--- src/rtl/dispatch_issue_scoreboard.sv ---
// N-way in-order dispatch stage with a per-register scoreboard and registered issue.
// Optional macro WB_BYPASS_EN forwards same-cycle writeback data into operand reads.

module dispatch_issue_lane #(
  parameter int ISSUE_W = 2,
  parameter int XLEN    = 32,
  parameter int RAW     = 5
) (
  input  logic                    clk,
  input  logic                    reset,
  input  logic                    go,
  input  logic [2:0]              op,
  input  logic [RAW-1:0]          rd,
  input  logic [RAW-1:0]          rs1,
  input  logic [RAW-1:0]          rs2,
  input  logic [XLEN-1:0]         imm,
  input  logic [XLEN-1:0]         rdata1,
  input  logic [XLEN-1:0]         rdata2,
  input  logic [3:0]              fu_busy,
  input  logic [ISSUE_W-1:0]      wb_valid,
  input  logic [RAW*ISSUE_W-1:0]  wb_rd,
  input  logic [XLEN*ISSUE_W-1:0] wb_data,
  output logic                    writer,
  output logic                    use1,
  output logic                    use2,
  output logic                    byp1,
  output logic                    byp2,
  output logic                    fu_block,
  output logic                    issue_valid,
  output logic [2:0]              issue_op,
  output logic [RAW-1:0]          issue_rd,
  output logic [XLEN-1:0]         issue_a,
  output logic [XLEN-1:0]         issue_b
);
  logic is_add, is_mul, is_ld, is_st;
  logic [XLEN-1:0] src1, src2, a_d, b_d;
  logic [2:0] op_d;

  assign is_add = (op == 3'd1);
  assign is_mul = (op == 3'd2);
  assign is_ld  = (op == 3'd3);
  assign is_st  = (op == 3'd4);

  assign writer   = is_add | is_mul | is_ld;
  assign use1     = is_add | is_mul | is_ld | is_st;
  assign use2     = is_add | is_mul | is_st;
  assign fu_block = (is_add & fu_busy[0]) | (is_mul & fu_busy[1]) |
                    (is_ld & fu_busy[2]) | (is_st & fu_busy[3]);

`ifdef WB_BYPASS_EN
  // Later lanes override earlier ones, so the highest matching lane wins.
  always_comb begin
    byp1 = 1'b0;
    byp2 = 1'b0;
    src1 = rdata1;
    src2 = rdata2;
    for (int k = 0; k < ISSUE_W; k++) begin
      if (wb_valid[k] && wb_rd[k*RAW +: RAW] == rs1 && rs1 != '0) begin
        byp1 = 1'b1;
        src1 = wb_data[k*XLEN +: XLEN];
      end
      if (wb_valid[k] && wb_rd[k*RAW +: RAW] == rs2 && rs2 != '0) begin
        byp2 = 1'b1;
        src2 = wb_data[k*XLEN +: XLEN];
      end
    end
  end
`else
  logic unused_wb;
  assign unused_wb = ^{wb_valid, wb_rd, wb_data, rs1, rs2};
  assign byp1 = 1'b0;
  assign byp2 = 1'b0;
  assign src1 = rdata1;
  assign src2 = rdata2;
`endif

  always_comb begin
    a_d  = '0;
    b_d  = '0;
    op_d = 3'd0;
    case (op)
      3'd1, 3'd2: begin a_d = src1;       b_d = src2; op_d = op; end
      3'd3:       begin a_d = src1 + imm;             op_d = op; end
      3'd4:       begin a_d = src1 + imm; b_d = src2; op_d = op; end
      default:    ;
    endcase
  end

  always_ff @(posedge clk or posedge reset) begin
    if (reset) begin
      issue_valid <= 1'b0;
      issue_op    <= '0;
      issue_rd    <= '0;
      issue_a     <= '0;
      issue_b     <= '0;
    end else begin
      issue_valid <= go;
      issue_op    <= go ? op_d : 3'd0;
      issue_rd    <= go ? rd   : '0;
      issue_a     <= go ? a_d  : '0;
      issue_b     <= go ? b_d  : '0;
    end
  end
endmodule

module dispatch_issue_scoreboard #(
  parameter  int ISSUE_W  = 2,
  parameter  int NUM_REGS = 32,
  parameter  int XLEN     = 32,
  localparam int RAW      = $clog2(NUM_REGS)
) (
  input  logic                    clk,
  input  logic                    reset,
  input  logic                    in_valid,
  output logic                    in_ready,
  input  logic [ISSUE_W-1:0]      in_slot_valid,
  input  logic [3*ISSUE_W-1:0]    in_op,
  input  logic [RAW*ISSUE_W-1:0]  in_rd,
  input  logic [RAW*ISSUE_W-1:0]  in_rs1,
  input  logic [RAW*ISSUE_W-1:0]  in_rs2,
  input  logic [XLEN*ISSUE_W-1:0] in_imm,
  output logic [RAW*ISSUE_W-1:0]  rf_raddr1,
  output logic [RAW*ISSUE_W-1:0]  rf_raddr2,
  input  logic [XLEN*ISSUE_W-1:0] rf_rdata1,
  input  logic [XLEN*ISSUE_W-1:0] rf_rdata2,
  input  logic [4*ISSUE_W-1:0]    fu_busy,
  input  logic [ISSUE_W-1:0]      wb_valid,
  input  logic [RAW*ISSUE_W-1:0]  wb_rd,
  input  logic [XLEN*ISSUE_W-1:0] wb_data,
  output logic [ISSUE_W-1:0]      issue_valid,
  output logic [3*ISSUE_W-1:0]    issue_op,
  output logic [RAW*ISSUE_W-1:0]  issue_rd,
  output logic [XLEN*ISSUE_W-1:0] issue_a,
  output logic [XLEN*ISSUE_W-1:0] issue_b,
  output logic [NUM_REGS-1:0]     sb_busy,
  output logic                    hazard_stall,
  output logic [31:0]             stall_count
);
  logic [ISSUE_W-1:0] pend, go, done;
  logic [ISSUE_W-1:0] writer, use1, use2, byp1, byp2, fu_block;
  logic [NUM_REGS-1:0] sb_d;

  assign rf_raddr1 = in_rs1;
  assign rf_raddr2 = in_rs2;

  assign pend = {ISSUE_W{in_valid & ~reset}} & in_slot_valid & ~done;

  // Older pending writers block a dependent slot even when they issue this cycle.
  always_comb begin
    logic order_ok, hz;
    logic [RAW-1:0] s1, s2, d, dj;
    order_ok = 1'b1;
    hz       = 1'b0;
    s1       = '0;
    s2       = '0;
    d        = '0;
    dj       = '0;
    go       = '0;
    for (int i = 0; i < ISSUE_W; i++) begin
      s1 = in_rs1[i*RAW +: RAW];
      s2 = in_rs2[i*RAW +: RAW];
      d  = in_rd[i*RAW +: RAW];
      hz = fu_block[i];
      if (use1[i] && s1 != '0 && sb_busy[s1] && !byp1[i]) hz = 1'b1;
      if (use2[i] && s2 != '0 && sb_busy[s2] && !byp2[i]) hz = 1'b1;
      if (writer[i] && d != '0 && sb_busy[d]) hz = 1'b1;
      for (int j = 0; j < i; j++) begin
        dj = in_rd[j*RAW +: RAW];
        if (pend[j] && writer[j] && dj != '0 &&
            ((use1[i] && s1 == dj) || (use2[i] && s2 == dj) || (writer[i] && d == dj)))
          hz = 1'b1;
      end
      go[i]    = pend[i] & order_ok & ~hz;
      order_ok = order_ok & (~pend[i] | go[i]);
    end
  end

  assign in_ready = in_valid & ~reset & (&(~pend | go));

  // Writeback clears first, then issuing writers set, so a set wins on collision.
  always_comb begin
    sb_d = sb_busy;
    for (int k = 0; k < ISSUE_W; k++)
      if (wb_valid[k]) sb_d[wb_rd[k*RAW +: RAW]] = 1'b0;
    for (int i = 0; i < ISSUE_W; i++)
      if (go[i] && writer[i] && in_rd[i*RAW +: RAW] != '0) sb_d[in_rd[i*RAW +: RAW]] = 1'b1;
    sb_d[0] = 1'b0;
  end

  always_ff @(posedge clk or posedge reset) begin
    if (reset) begin
      sb_busy      <= '0;
      done         <= '0;
      hazard_stall <= 1'b0;
      stall_count  <= '0;
    end else begin
      sb_busy      <= sb_d;
      done         <= in_ready ? '0 : (done | go);
      hazard_stall <= in_valid & ~in_ready;
      if (in_valid && !in_ready && stall_count != 32'hFFFF_FFFF)
        stall_count <= stall_count + 32'd1;
    end
  end

  for (genvar i = 0; i < ISSUE_W; i++) begin : g_lane
    dispatch_issue_lane #(.ISSUE_W(ISSUE_W), .XLEN(XLEN), .RAW(RAW)) u_lane (
      .clk         (clk),
      .reset       (reset),
      .go          (go[i]),
      .op          (in_op[3*i +: 3]),
      .rd          (in_rd[RAW*i +: RAW]),
      .rs1         (in_rs1[RAW*i +: RAW]),
      .rs2         (in_rs2[RAW*i +: RAW]),
      .imm         (in_imm[XLEN*i +: XLEN]),
      .rdata1      (rf_rdata1[XLEN*i +: XLEN]),
      .rdata2      (rf_rdata2[XLEN*i +: XLEN]),
      .fu_busy     (fu_busy[4*i +: 4]),
      .wb_valid    (wb_valid),
      .wb_rd       (wb_rd),
      .wb_data     (wb_data),
      .writer      (writer[i]),
      .use1        (use1[i]),
      .use2        (use2[i]),
      .byp1        (byp1[i]),
      .byp2        (byp2[i]),
      .fu_block    (fu_block[i]),
      .issue_valid (issue_valid[i]),
      .issue_op    (issue_op[3*i +: 3]),
      .issue_rd    (issue_rd[RAW*i +: RAW]),
      .issue_a     (issue_a[XLEN*i +: XLEN]),
      .issue_b     (issue_b[XLEN*i +: XLEN])
    );
  end
endmodule

--- config.mk ---
export PLATFORM = sky130hd
export DESIGN_NAME = dispatch_issue_scoreboard
export DESIGN_NICKNAME = d
export VERILOG_FILES = /design/src/rtl/dispatch_issue_scoreboard.sv
export SDC_FILE = /design/constraint.sdc
export NUM_CORES = 1
export LEC_CHECK = 0
export BUFFER_PORTS_ARGS = -buffer_cell sky130_fd_sc_hd__buf_2
export CAP_MARGIN = 20
export CELL_PAD_IN_SITES_DETAIL_PLACEMENT = 1
export CELL_PAD_IN_SITES_GLOBAL_PLACEMENT = 2
export CORE_MARGIN = 10
export CORE_UTILIZATION = 31
export CTS_CLUSTER_DIAMETER = 150
export DETAILED_ROUTE_END_ITERATION = 10
export PLACE_DENSITY_LB_ADDON = 0.15
export REMOVE_ABC_BUFFERS = 1
export SYNTH_ARGS = -nofsm -noshare
export SYNTH_HDL_FRONTEND = slang
export SYNTH_SLANG_ARGS = --single-unit
--- constraint.sdc ---
create_clock -name clk -period 17.6 [get_ports clk]
set_clock_uncertainty 0.15 [all_clocks]
set_input_delay 2.64 -clock clk [delete_from_list [all_inputs] [get_ports clk]]
set_output_delay 2.64 -clock clk [all_outputs]
set_load 0.05 [all_outputs]
==> metrics, run 1 <==
outcome=finished clean; Post-synth EDFFs=0; Worst R2R Start=sb_busy[18]; clock share of power=39.9%; PortBufs=between 400 and 500; I/O pin total=between 500 and 600; clock root cell=clkbuf_16; Finish-stage setup viols=0; Final min period=a little over 8 ns; top layer in use=met5; nets=approximately 2200; worst hold path stage count=1; worst-margin pin slew=0.976 ns; Synth Area in Simple Gates=between 10% and 20%; Final ANT Viol Nets=0; metal1 wirelength=roughly 24 mm; Clock Path Buffers=3; antenna violations before repair=14; dpl cells=around 2300; layout cells sized above 1=32.8%; first-pass GRT wire length=84.6 mm; HP Start=done[1]; GR Util All Layers=between 20% and 30%; critical path peak fanout=7; Startpoint Class=input port; final wirelength=roughly 56 mm; Initial Utilization=31.2%; Syn Area/Cell=between 9 and 10 sq um; DR pass1 iterations=5; top cell type's share of synthesized area=39.5%; switching part of the total=33.2%; setup_tns=0 ns; Hold WS=0.331 ns; Synth Area in Compound Gates=17.7%; Slew Limit Fails=0; routed vias/inst=between 5 and 6; Cell Area, Synth=approximately 13000 sq um; commonest non-fill, non-tap cell in the layout=buf_2; hold buffer count at cts=0; Pwr Density=approximately 87 nW/um^2; drt drc=0; CTS H-tree depth=1; net load switching power=a little under 500 uW; setup repair bufs after CTS=0; Final Core Density=40.1%; XOR/XNOR share of the synthesized area=6.52%; GPL Wtd Cong=0.846; row count=76; number of global-route vias before repair=roughly 13000; PostCTS Resize Cnt=0; Peak VDD IR=between 0.07 and 0.08 mV; Logic pwr share=24.4%; TritonCTS clock tree=done; adder-cell share of the synthesized area=6.17%; commonest cells after routing, fill and taps aside=483 x buf_2, 212 x dfrtp_1, 113 x nor2_1; total clock sinks=approximately 210; Arr. time, crit path=between 5 and 6 ns; gr ovfl total=0; largest family of logic cells by synthesized area=compound AO/OA/AOI/OAI gates; WL met2=28.1 mm; required time worst endpoint=approximately 15 ns; reg2reg path depth=10; Async SR Flop Fraction=100%; RSZ-0062 raised after global routing=no; max-cap viol count=0; crit-path max cell delay=0.54 ns; setup slack, reg-to-reg=around 14 ns; post-route insts no fill=around 2400; Synth area leader=dfrtp_1; leakage=around 8.6 nW; CP endpoint kind=output port; Final WS setup=roughly 9.4 ns; Highest Clock Rate=roughly 120 MHz; Cell variety after synth=between 70 and 80; sequential area share after synthesis=39.5%; Final Cycle Share=approximately 46%; Max transition margin=34.8%; Worst-path clk slew=~0.05 ns; worst r2r dst=stall_count[18]; Routed wire per std cell=roughly 23 um; total internal power=about 1000 uW; Synth Flop Type=dfrtp_1; largest net degree at the start of global routing=around 140; sequential share of power=between 30 and 40%; Crit Path Category=in2out; Place WS=between 9 and 10 ns; DRT iter0 DRCs=about 730; multiplexer area fraction after synthesis=between 9 and 10%; slowest cell on the critical path=mux4_2; Clock Latency Late Sink=approximately 0.57 ns; largest cells by area after synthesis=dfrtp_1 40%, ha_1 5.9%, mux4_2 5.5%; die area=around 52000 sq um; DP HPWL=between 40 and 50 mm; met3 WL=between 2 and 3 mm; HP Class=reg2reg; Synth Warn #=0; Worst Hold Path EP=done[1]; Final Hold Viols=0; Die Span Y=228 um; CP Cell Sequence=buf_2, mux4_2, mux4_2, o221a_1, nor3_2, a31oi_1, nor3_1, buf_2; Area Growth Syn to Fin=28.4%; Yosys reg bits=around 210; number of buffers created by CTS=28; Die X=~230 um; Cells after Synth=1361; total number of vias=~13000; Core Footprint=approximately 43000 sq um
-- cell type report --
| type | count | area, sq um |
|---|---|---|
| Antenna cell | 7 | 17.5 |
| Multi-Input combinational cell | 1028 | 7560 |
| Clock buffer | 36 | 791 |
| Tap cell | 585 | 732 |
| Fill cell | 5076 | 25700 |
| Sequential cell | 212 | 5310 |
| Timing Repair Buffer | 493 | 2530 |
| Clock inverter | 14 | 179 |
| Inverter | 29 | 116 |
-- cells by family (layout without fill, tap and decap cells) --
kind of cell             Yosys count  count (layout)
AO/OA/AOI/OAI                    344             344
XOR/XNOR                         100             100
adder cells (fa/ha/maj)           65              65
buffers and inverters            121             572
flip-flops                       212             212
multiplexers                      80              80
other                              1               8
AND/OR/NAND/NOR                  438             438
-- power by group through the flow --
stage,sequential (mW),combinational (mW),clock [mW]
6_report,0.534,0.364,0.595
5_1_grt,0.537,0.398,0.634
4_1_cts,0.533,0.366,0.614
3_5_place_dp,0.542,0.365,0
3_3_place_gp,0.540,0.360,0
2_1_floorplan,0.596,0.171,0
-- critical path: cells and delay by family --
kind            cells  cell delay (ns)
buf+inv             2             0.59
compound gates      2             0.55
mux                 2             1.02
simple gates        2             0.59
-- state kept, by name (all words and copies together) (netlist names) --
name	cells
g_lane.u_lane.issue_valid	2
stall_count	32
hazard_stall	1
g_lane.u_lane.issue_op	6
sb_busy	31
done	2
g_lane.u_lane.issue_rd	10
g_lane.u_lane.issue_b	64
g_lane.u_lane.issue_a	64
-- stage by stage --
stage / cell area, sq um / power [mW]
2_1_floorplan: 13000 / 0.767
3_3_place_gp: 16200 / 0.901
3_5_place_dp: 16200 / 0.907
4_1_cts: 17200 / 1.51
5_1_grt: 17200 / 1.57
6_report: 17200 / 1.49
-- per-layer routing --
| layer | vias to the layer above | track usage (%) |
|---|---|---|
| met4 | 12 | 4.96 |
| met1 | 6303 | 25.5 |
| met3 | 64 | 4.23 |
| met5 | - | 0 |
| met2 | 312 | 35.9 |
| li1 | 5857 | - |
-- worst max path at each step --
stage	start	to
after floorplan	reset	done[0]
after detailed placement	in_rs1[2]	in_ready
final	in_rs1[2]	in_ready
after global placement	in_rs1[2]	in_ready
after CTS	in_rs1[2]	in_ready
after global routing	in_rd[0]	in_ready
-- cells in the mapped netlist (4+ instances only) --
cell	number
inv_1	29
nand3b_1	9
a21oi_1	60
o221ai_1	22
a21o_1	24
buf_1	11
mux2i_1	44
or3_1	5
nand2_1	90
o31a_1	11
nor3b_1	13
ha_1	63
nor2_1	115
or3b_2	5
clkbuf_1	49
a22oi_1	85
o21bai_1	6
a31o_2	4
and3_1	17
and4_1	6
and3b_1	5
o21ai_0	46
o21a_1	7
buf_2	7
and2_1	72
xor2_1	37
a2bb2oi_1	4
buf_4	23
xnor2_1	63
nor4_1	7
a31oi_1	13
nor3_1	16
o22ai_1	14
mux4_2	33
nand3_1	35
dfrtp_1	212
a211oi_1	13
nor2b_1	9
nand2b_1	11
o31ai_1	5
nand4_1	11
(Power assumes the default switching activity.)
==> run 2, diff against run 1 <==
- CORE_UTILIZATION: 31 -> 26
- clock period: 17.6 -> 7.5 ns (I/O delays scaled with it)
==> metrics, run 2 (same netlist as run 1, synthesis figures left out) <==
Peak VDD IR=0.148 mV (was 0.0735 mV); hold buffer count at cts=0 (unchanged); final wirelength=58.6 mm (was 55.6 mm); Worst-path clk slew=0.06 ns (was 0.05 ns); Routed wire per std cell=23.4 um (was 23.1 um); placed inst area=16300 sq um (was 16200 sq um); number of global-route vias before repair=13534 (was 13262); required time worst endpoint=6.22 ns (was 14.81 ns); PostCTS Resize Cnt=0 (unchanged); layout cells sized above 1=32.5% (was 32.8%); Area Growth Syn to Fin=29.2% (was 28.4%); Crit Path Category=in2out (unchanged); slowest cell on the critical path=buf_2 (was mux4_2); Final WS setup=2.27 ns (was 9.42 ns); critical path's most frequent cell=buf_2; drt drc=0 (unchanged); PortBufs=483 (unchanged); Max transition margin=30.7% (was 34.8%); outcome=finished clean (unchanged); FF/Latch Area=5310 sq um (unchanged); Multi-input gate area=7560 sq um (about the same); critical path peak fanout=31 (was 7); I/O pin total=549 (unchanged); worst hold path stage count=1 (unchanged); Pwr Density=207 nW/um^2 (was 86.6 nW/um^2); Clock Path Buffers=3 (unchanged); setup_tns=0 ns (unchanged); setup repair bufs after CTS=0 (unchanged); GR Util All Layers=18.3% (was 20.6%); routed vias/inst=5.02 (was 5.22); TritonCTS clock tree=done (unchanged); gr ovfl total=0 (unchanged); Final Cycle Share=between 60% and 70%; crit-path max cell delay=0.66 ns (was 0.54 ns); reg2reg path depth=9 (was 10); nets=2173 (was 2174); biggest regs=g_lane.u_lane.issue_a: 64 flops, g_lane.u_lane.issue_b: 64 flops, stall_count: 32 flops (unchanged); post-route insts no fill=2499 (was 2404); Arr. time, crit path=3.95 ns (was 5.39 ns); Finish-stage setup viols=0 (unchanged); DP HPWL=45.9 mm (was 43.3 mm); max-cap viol count=0 (unchanged); GPL Wtd Cong=0.828 (was 0.846); worst r2r dst=sb_busy[17] (was stall_count[18]); Core Footprint=51200 sq um (was 43000 sq um); RSZ-0062 raised after global routing=no (unchanged); number of buffers created by CTS=28 (unchanged); Highest Clock Rate=191 MHz; DRT iter0 DRCs=654 (was 731); CP endpoint kind=output port (unchanged); CTS H-tree depth=1 (unchanged); Final min period=5.23 ns; HP Start=stall_count[21] (was done[1]); Worst Hold Path EP=stall_count[21] (was done[1]); clock root cell=clkbuf_16 (unchanged); setup slack, reg-to-reg=2.98 ns (was 13.52 ns); Final ANT Viol Nets=0 (unchanged); DR pass1 iterations=5 (unchanged); Slew Limit Fails=0 (unchanged); total clock sinks=212 (unchanged); Place WS=2.13 ns (was 9.39 ns); leakage=8.62 nW (was 8.64 nW); total number of vias=12556 (was 12548); fin area=17300 sq um (was 17200 sq um); Final Hold Viols=0 (unchanged); HP Class=reg2reg (unchanged); Initial Utilization=26.2% (was 31.2%); row count=83 (was 76); Startpoint Class=input port (unchanged); dpl cells=2441 (was 2345); CP Cell Sequence=buf_2, mux2i_1, o22ai_1, nor4_1, nand2_1, nand3_1, a31oi_1, nor3_1, buf_2 (was buf_2, mux4_2, mux4_2, o221a_1, nor3_2, a31oi_1, nor3_1, buf_2); die area=61100 sq um (was 52000 sq um); worst-margin pin slew=1.04 ns (was 0.976 ns); largest net degree at the start of global routing=106 (was 135); Clock Latency Late Sink=0.57 ns (about the same); first-pass GRT wire length=86.5 mm (was 84.6 mm); commonest cells after routing, fill and taps aside=483 x buf_2, 212 x dfrtp_1, 113 x nor2_1 (unchanged); number of fill cells=6015 (was 5076); antenna violations before repair=8 (was 14); Die X=247 um (was 228 um); commonest non-fill, non-tap cell in the layout=buf_2 (unchanged); Die Span Y=247 um (was 228 um); Worst R2R Start=sb_busy[7] (was sb_busy[18])
## run 2: cell count changes in the layout (fill, tap and decap cells not counted), moves of 2 or more
cell | before | now
clkbuf_1 | 2 | 6
bufinv_16 | 3 | 6
clkbuf_8 | 6 | 3
clkinv_2 | 7 | 4
buf_16 | 2 | 0
## run 2: per-stage QoR
stage / hold slack [ns] / power, mW / util, %
2_1_floorplan: 0.301 / 1.80 / -
3_3_place_gp: 0.313 / 2.13 / 31.9
3_5_place_dp: 0.326 / 2.14 / 31.9
4_1_cts: 0.337 / 3.65 / 33.8
5_1_grt: 0.354 / 3.78 / 33.9
6_report: 0.334 / 3.59 / 33.9
## run 2: worst max-delay path, delay by kind of cell
kind                   cells  cell delay, ns
AO/OA/AOI/OAI              2            0.43
buffers and inverters      2            1.01
multiplexers               1            0.30
AND/OR/NAND/NOR            4            1.05
## run 2: worst max-delay path by stage
| stage | from | to | slack [ns] |
|---|---|---|---|
| after detailed placement | in_rd[0] | sb_busy[17] | 2.13 |
| after global routing | in_rd[0] | in_ready | 2.02 |
| after floorplan | reset | done[0] | 0.43 |
| after global placement | in_rs1[2] | sb_busy[17] | 2.18 |
| final | in_rd[0] | in_ready | 2.27 |
| after CTS | in_rd[0] | in_ready | 2.25 |
## run 2: per-layer routing
metal  share of wire, %  track usage [%]
met5              0.046                0
met4                2.3             4.81
met3                5.3             3.41
met2                 51             32.4
met1                 42             22.4
## run 2: cell type report
class / count / area share, %
repair buffers: 492 / 14.3
inverters: 29 / 0.671
well taps: 680 / 4.91
clock inverters: 14 / 1.38
diodes: 7 / 0.101
clock buffers: 37 / 4.41
multi-input cells: 1028 / 43.6
flip-flops and latches: 212 / 30.6
## run 2: report_power, final
part / total (mW) / internal, mW / switching, mW
combinational: 0.864 / 0.304 / 0.560
clock: 1.47 / 0.921 / 0.551
sequential: 1.25 / 1.19 / 0.0639
